$ cat src/rtl/regfile_op_sequencer.sv
// regfile_op_sequencer: five-state micro-op controller that is the sole writer of an 8x8 register file.
// Define REGSEQ_FLAGS_EN to add the zero/carry flag outputs (flag_z, flag_c).
module regfile_op_sequencer #(
    parameter int unsigned DW = 8,
    parameter int unsigned AW = 3,
    parameter int unsigned CW = 16
) (
    input  logic          Clk,
    input  logic          Rst,
    input  logic          in_valid,
    output logic          in_ready,
    input  logic [2:0]    in_op,
    input  logic [AW-1:0] in_rd,
    input  logic [AW-1:0] in_rs,
    input  logic [AW-1:0] in_rt,
    input  logic [DW-1:0] in_imm,
    output logic [AW-1:0] rf_RX,
    output logic [AW-1:0] rf_RY,
    input  logic [DW-1:0] rf_busX,
    input  logic [DW-1:0] rf_busY,
    output logic          rf_WEN,
    output logic [AW-1:0] rf_RW,
    output logic [DW-1:0] rf_busW,
    output logic          done,
    output logic [DW-1:0] result,
    output logic [CW-1:0] retire_cnt
`ifdef REGSEQ_FLAGS_EN
    ,
    output logic          flag_z,
    output logic          flag_c
`endif
);

    localparam logic [2:0] S_IDLE   = 3'd0;
    localparam logic [2:0] S_READ   = 3'd1;
    localparam logic [2:0] S_EXEC   = 3'd2;
    localparam logic [2:0] S_WB     = 3'd3;
    localparam logic [2:0] S_SETTLE = 3'd4;

    localparam logic [2:0] OP_ADD  = 3'd0;
    localparam logic [2:0] OP_SUB  = 3'd1;
    localparam logic [2:0] OP_AND  = 3'd2;
    localparam logic [2:0] OP_OR   = 3'd3;
    localparam logic [2:0] OP_XOR  = 3'd4;
    localparam logic [2:0] OP_LDI  = 3'd5;
    localparam logic [2:0] OP_ADDI = 3'd6;
    localparam logic [2:0] OP_SHL  = 3'd7;

    localparam int unsigned SW = $clog2(DW);
    // With flags the ALU is one bit wider so carry/borrow/shift-out lands in the top bit.
`ifdef REGSEQ_FLAGS_EN
    localparam int unsigned XW = DW + 1;
`else
    localparam int unsigned XW = DW;
`endif

    logic [2:0]    state, state_n;
    logic [2:0]    op_q;
    logic [AW-1:0] rd_q, rs_q, rt_q;
    logic [DW-1:0] imm_q;
    logic [DW-1:0] op_a, op_b;
    logic [DW-1:0] res_q;
    logic [XW-1:0] res_w;
    logic          accept;

    assign in_ready = (state == S_IDLE);
    assign accept   = in_valid & in_ready;
    assign rf_WEN   = (state == S_WB) & ~Rst;
    assign rf_RX    = rs_q;
    assign rf_RY    = rt_q;
    assign rf_RW    = rd_q;
    assign rf_busW  = res_q;

    // State register
    always_ff @(posedge Clk) begin
        if (Rst) begin
            state <= S_IDLE;
        end else begin
            state <= state_n;
        end
    end

    // Next-state logic: fixed walk through READ/EXEC/WB/SETTLE after each accept
    always_comb begin
        state_n = state;
        case (state)
            S_IDLE:   if (in_valid) state_n = S_READ;
            S_READ:   state_n = S_EXEC;
            S_EXEC:   state_n = S_WB;
            S_WB:     state_n = S_SETTLE;
            S_SETTLE: state_n = S_IDLE;
            default:  state_n = S_IDLE;
        endcase
    end

    // ALU
    always_comb begin
        res_w = '0;
        case (op_q)
            OP_ADD:  res_w = XW'(op_a) + XW'(op_b);
            OP_SUB:  res_w = XW'(op_a) - XW'(op_b);
            OP_AND:  res_w = XW'(op_a & op_b);
            OP_OR:   res_w = XW'(op_a | op_b);
            OP_XOR:  res_w = XW'(op_a ^ op_b);
            OP_LDI:  res_w = XW'(imm_q);
            OP_ADDI: res_w = XW'(op_a) + XW'(imm_q);
            OP_SHL:  res_w = XW'(op_a) << imm_q[SW-1:0];
            default: res_w = '0;
        endcase
    end

    // Instruction latches, operands, result and retire bookkeeping
    always_ff @(posedge Clk) begin
        if (Rst) begin
            op_q       <= '0;
            rd_q       <= '0;
            rs_q       <= '0;
            rt_q       <= '0;
            imm_q      <= '0;
            op_a       <= '0;
            op_b       <= '0;
            res_q      <= '0;
            result     <= '0;
            retire_cnt <= '0;
            done       <= 1'b0;
        end else begin
            done <= 1'b0;
            if (accept) begin
                op_q  <= in_op;
                rd_q  <= in_rd;
                rs_q  <= in_rs;
                rt_q  <= in_rt;
                imm_q <= in_imm;
            end
            if (state == S_READ) begin
                op_a <= rf_busX;
                op_b <= rf_busY;
            end
            if (state == S_EXEC) begin
                res_q <= res_w[DW-1:0];
            end
            if (state == S_SETTLE) begin
                done       <= 1'b1;
                result     <= res_q;
                retire_cnt <= retire_cnt + CW'(1);
            end
        end
    end

`ifdef REGSEQ_FLAGS_EN
    logic carry_q;

    // Carry captured with the result, published together with it on retire
    always_ff @(posedge Clk) begin
        if (Rst) begin
            carry_q <= 1'b0;
            flag_z  <= 1'b0;
            flag_c  <= 1'b0;
        end else begin
            if (state == S_EXEC) begin
                carry_q <= res_w[XW-1];
            end
            if (state == S_SETTLE) begin
                flag_z <= (res_q == '0);
                flag_c <= carry_q;
            end
        end
    end
`endif

endmodule

$ cat config.mk
export PLATFORM = sky130hd
export DESIGN_NAME = regfile_op_sequencer
export DESIGN_NICKNAME = d
export VERILOG_FILES = /design/src/rtl/regfile_op_sequencer.sv
export SDC_FILE = /design/constraint.sdc
export NUM_CORES = 1
export LEC_CHECK = 0
export ABC_AREA = 0
export CORE_ASPECT_RATIO = 1.2
export CORE_MARGIN = 3
export CORE_UTILIZATION = 56
export DETAILED_ROUTE_END_ITERATION = 12
export GPL_TIMING_DRIVEN = 0
export PLACE_DENSITY = 0.87
export RECOVER_POWER = 50
export REMOVE_ABC_BUFFERS = 1
export SETUP_SLACK_MARGIN = 0.3
export SLEW_MARGIN = 10
export SYNTH_ARGS = -nofsm -noshare
export SYNTH_HDL_FRONTEND = slang
export SYNTH_SLANG_ARGS = --single-unit
$ cat constraint.sdc
create_clock -name Clk -period 7.24 [get_ports Clk]
set_clock_uncertainty 0.1 [all_clocks]
set_input_delay 0.724 -clock Clk [delete_from_list [all_inputs] [get_ports Clk]]
set_output_delay 0.724 -clock Clk [all_outputs]
set_load 0.005 [all_outputs]
* Yosys cells after proc, flatten, opt, wreduce, memory -nomap -nowiden
Index checks and enable logic that the tools add are counted.
Word-level totals: bits in registers 72, bits of input ports 39, output and inout port bits 44, word-level logic and storage cells 41
Operators by class: add/subtract/negate cells 4, eq/ne operators 12, shift operators 1, mux-type cells 4, bitwise operators 6, reductions and logical operators 2
Operators with widths (count):
- $pmux 8 s8 | 1
- $add 16x1->16 const B | 1
- $add 8x8->8 | 2
- $eq 3x3->1 const B | 5
- $eq 3x2->1 const B | 4
- $pmux 3 s4 | 1
- $and 8x8->8 | 1
- $or 8x8->8 | 1
- $shl 8x3->8 | 1
- $sub 8x8->8 | 1
- $xor 8x8->8 | 1
- $eq 3x1->1 const B | 2
- $logic_not 3->1 | 2
- $mux 3 | 1
- $and 1x1->1 | 2
- $ne 2x2->1 const B | 1
- $mux 1 | 1
- $not 1->1 | 1

* Longest topological paths before layout
depth after elaboration 2, gate-level depth with buffers 14, depth with buffers taken out 13

* Worst setup path after synthesis
OpenSTA, ideal clock, no wires.
path kind reg2reg, from reg op_q[2], to reg res_q[6], in the netlist rf_busW[6], setup time 130 ps, arrival 2568 ps, data required time 7010 ps, setup slack 4441 ps, stages on the path, launching flop included 13, path through dfxtp_1 > buf_2 > buf_2 > buf_1 > a21oi_1 > o21a_1 > fa_1 > a211oi_1 > o21bai_1 > a21oi_1 > xnor2_1 > a221oi_1 > nor3_1
On the way: longest elaborated chain between the ends 2, elaborated cells on any way between the ends 9, classes of those cells eq/ne (7); mux (1); reduce/logical (1)
RTL lines:
- start, declared | line 58 | logic [2:0] op_q;
- start signal, assigned | line 129 | op_q <= in_op;
- $eq 3x3->1 (tied with other cells) | line 99 | case (op_q)
- $pmux 8 s8 * | line 99
- end signal, assigned | line 140 | res_q <= res_w[DW-1:0];
- end, declared | line 62 | logic [DW-1:0] res_q;
Every way passes the cells marked *; elsewhere a longest branch is shown, timed or not. A chain may end at the register's enable or synchronous reset.

* Worst setup path in the final report
from in Rst, to out rf_WEN
On the way: longest elaborated chain between the ends 2
RTL lines:
- start, declared | line 9 | input logic Rst,
- $not 1->1 | line 68 | assign rf_WEN = (state == S_WB) & ~Rst;
- $and 1x1->1 | line 68
- end, declared | line 21 | output logic rf_WEN,
No other way between the ends.

==> results.cfg <==
[logic_synthesis]
synth_top_area_frac = 0.347
ys_seq_area_frac = 0.347
synth-async-reset-ratio = 0
syn-instance-count = 550
synth_ff_type = dfxtp_1
synth_edf_count = 0
synth-seq-cells = 72
syn_area_per_cell_um2 = 7.55
synth_area_um2 = 4150
ys_types = 54
synth_warnings = 0
synthTopCellsByArea = dfxtp_1 35%, nand2_1 12%, a21oi_1 9.0%
yosysTopAreaCell = dfxtp_1

[detailed_routing]
drc = 0
dr.pass1.iters = 5
vias_per_cell = 5.73
wl_per_cell_um = 15.0
dr_total_vias = 4031
wirelength_um = 10500
antenna_left = 0
drtIter0Drc = 189

[timing]
slew_headroom = -0.372
hold-worst-slack_ns = 0.355
worst_pin_slew_ns = 2.06
setup_tns_ns = 0
layout_min_cycle_time_ns = 4.66
fmax_mhz = 214
rsz0062_at_grt = no
hold_violations = 0
final.setup.worst_slack_ns = 2.58
setup_violations = 0
drv_slew = 66
period_share = 0.644

[cts]
hold_buffers = 0
numCtsBuffers = 9
post_cts_buffers = 0
path_clk_slew_ns = 0.08
cts_root_buf = clkbuf_8
cts_tree = yes
cts_max_level = 3
ctsResizeCount = 0
cts.sinks = 72
clkLatencyLatePin_ns = 0.35
cts_buffer_depth = 2

[pwr]
fin_total_pwr_uw = 983
p_leak_uw = 0.00185
power_density_nw_per_um2 = 192
ir_worst_vdd_mv = 0.133

[grt]
antenna_found_initial = 0
grt_max_degree = 49
grt_pass1_wl_um = 17900
grt_util_all_layers = 0.256
first_global_vias = 3761
grt-ovfl-total = 0

[floorplanning]
start_util = 0.591
ios = 83
core_um2 = 7020
die-height_um = 100
die_w_um = 84.6
die_area_um2 = 8480
num_rows = 33

[critical_path]
path_class = input pin to output pin
worstPathRequired_ns = 6.42
cp-start-kind = input pin
cp-end-kind = output pin
crit_arrival_ns = 3.84
critPathMaxFanout = 48

[min_path]
hold_path_class = flip-flop to flip-flop

[placed_design]
dp_hpwl_um = 7740
io_buffers = 82
routabilityCongestion = 0.911
pre_cts_slack_ns = 3.58
post-place-cells = 687

[layout]
nets = 677
fill_cells = 561
drive_gt1_frac = 0.0422
n_antenna_cell = 0
instances_no_fill = 703
area_growth_syn_to_layout_pct = 23.5

[job]
cap_violations = 2

[run_status]
status = finished with violations
violations = max-capacitance violations, max-slew violations
==> metrics by stage <==
stage                     area [um2]  utilization
after floorplan                 4000            -
after global placement          4930        0.702
after detailed placement        4950        0.705
after CTS                       5150        0.734
after global routing            5130        0.730
final                           5130        0.730
==> cells in the final DEF (no fill, tap or decap), types with 5 or more instances in the layout <==
master           count
a211oi_1             5
a21oi_1             75
a221oi_1             7
clkbuf_8             9
clkdlybuf4s50_1     76
dfxtp_1             72
dlygate4sd3_1        5
ha_1                26
inv_1               20
mux2i_1              8
nand2_1            133
nand2b_1             5
nand3_1             10
nor2_1              36
nor3_1              11
o21ai_0             22
o22ai_1             14
xnor2_1              7
xor2_1              11
==> state kept, by name, indices dropped and copies added (netlist names) <==
signal and count:
done 1, imm_q 8, op_a 8, op_b 8, op_q 3, result 8, retire_cnt 16, rf_RW 3
rf_RX 3, rf_RY 3, rf_busW 8, state 3
==> cell type report <==
type / count / area [um2] / share of cell area
multi-input cells: 424 / 2480 / 0.483
flip-flops and latches: 72 / 1440 / 0.281
repair buffers: 83 / 818 / 0.160
clock buffers: 9 / 124 / 0.0242
well taps: 87 / 109 / 0.0212
clock inverters: 7 / 80.1 / 0.0156
inverters: 21 / 78.8 / 0.0154
==> routing by layer <==
metal | track usage | share of wire | up-vias
li1 | - | - | 2013
met1 | 0.328 | 0.43 | 1872
met2 | 0.432 | 0.50 | 124
met3 | 0.0361 | 0.048 | 22
met4 | 0.105 | 0.024 | 0
met5 | 0 | 0 | -
==> worst max-delay path, stage by stage <==
cell	delay (ns)
clkbuf_1	0.83
clkbuf_1	1.54
nor3_1	0.18
clkdlybuf4s50_1	0.54
==> kinds of logic (layout without fill, tap and decap cells) <==
| logic type | after synthesis | after routing | synth area share |
|---|---|---|---|
| AO/OA/AOI/OAI | 146 | 146 | 0.206 |
| multiplexers | 10 | 10 | 0.0301 |
| flip-flops | 72 | 72 | 0.347 |
| AND/OR/NAND/NOR | 223 | 223 | 0.241 |
| XOR/XNOR | 18 | 18 | 0.0380 |
| buffers and inverters | 54 | 120 | 0.0549 |
| adder cells (fa/ha/maj) | 27 | 27 | 0.0832 |
==> report_power, final <==
| part | switching (uW) | total [uW] | internal [uW] | leakage [uW] |
|---|---|---|---|---|
| sequential | 39.4 | 456 | 416 | 0.000585 |
| clock | 166 | 329 | 163 | 0.000102 |
| combinational | 104 | 199 | 94.7 | 0.00116 |
==> cells in the mapped netlist, types with 4 or more instances <==
cell type  number
xor2_1         11
nand3_1        10
o22ai_1        14
xnor2_1         7
nand2_1       133
a221oi_1        7
inv_1          20
a211oi_1        5
o211ai_1        4
mux2i_1         8
a21oi_1        75
nand2b_1        5
clkbuf_1       16
nor3_1         11
dfxtp_1        72
buf_2          14
o21ai_0        22
ha_1           26
nor2_1         36
==> path summary, 6_finish.rpt <==
kind / startpoint / to / slack [ns] / depth (start not counted)
worst max-delay path: Rst / rf_WEN / 2.58 / 4
worst min-delay path: rf_RX[2] / rf_RX[2] / 0.36 / 2
worst max register to register: op_q[1] / rf_busW[6] / 3.42 / 11
worst min register to register: rf_RX[2] / rf_RX[2] / 0.36 / 2
Note: power is estimated with default switching activity, not from simulation.
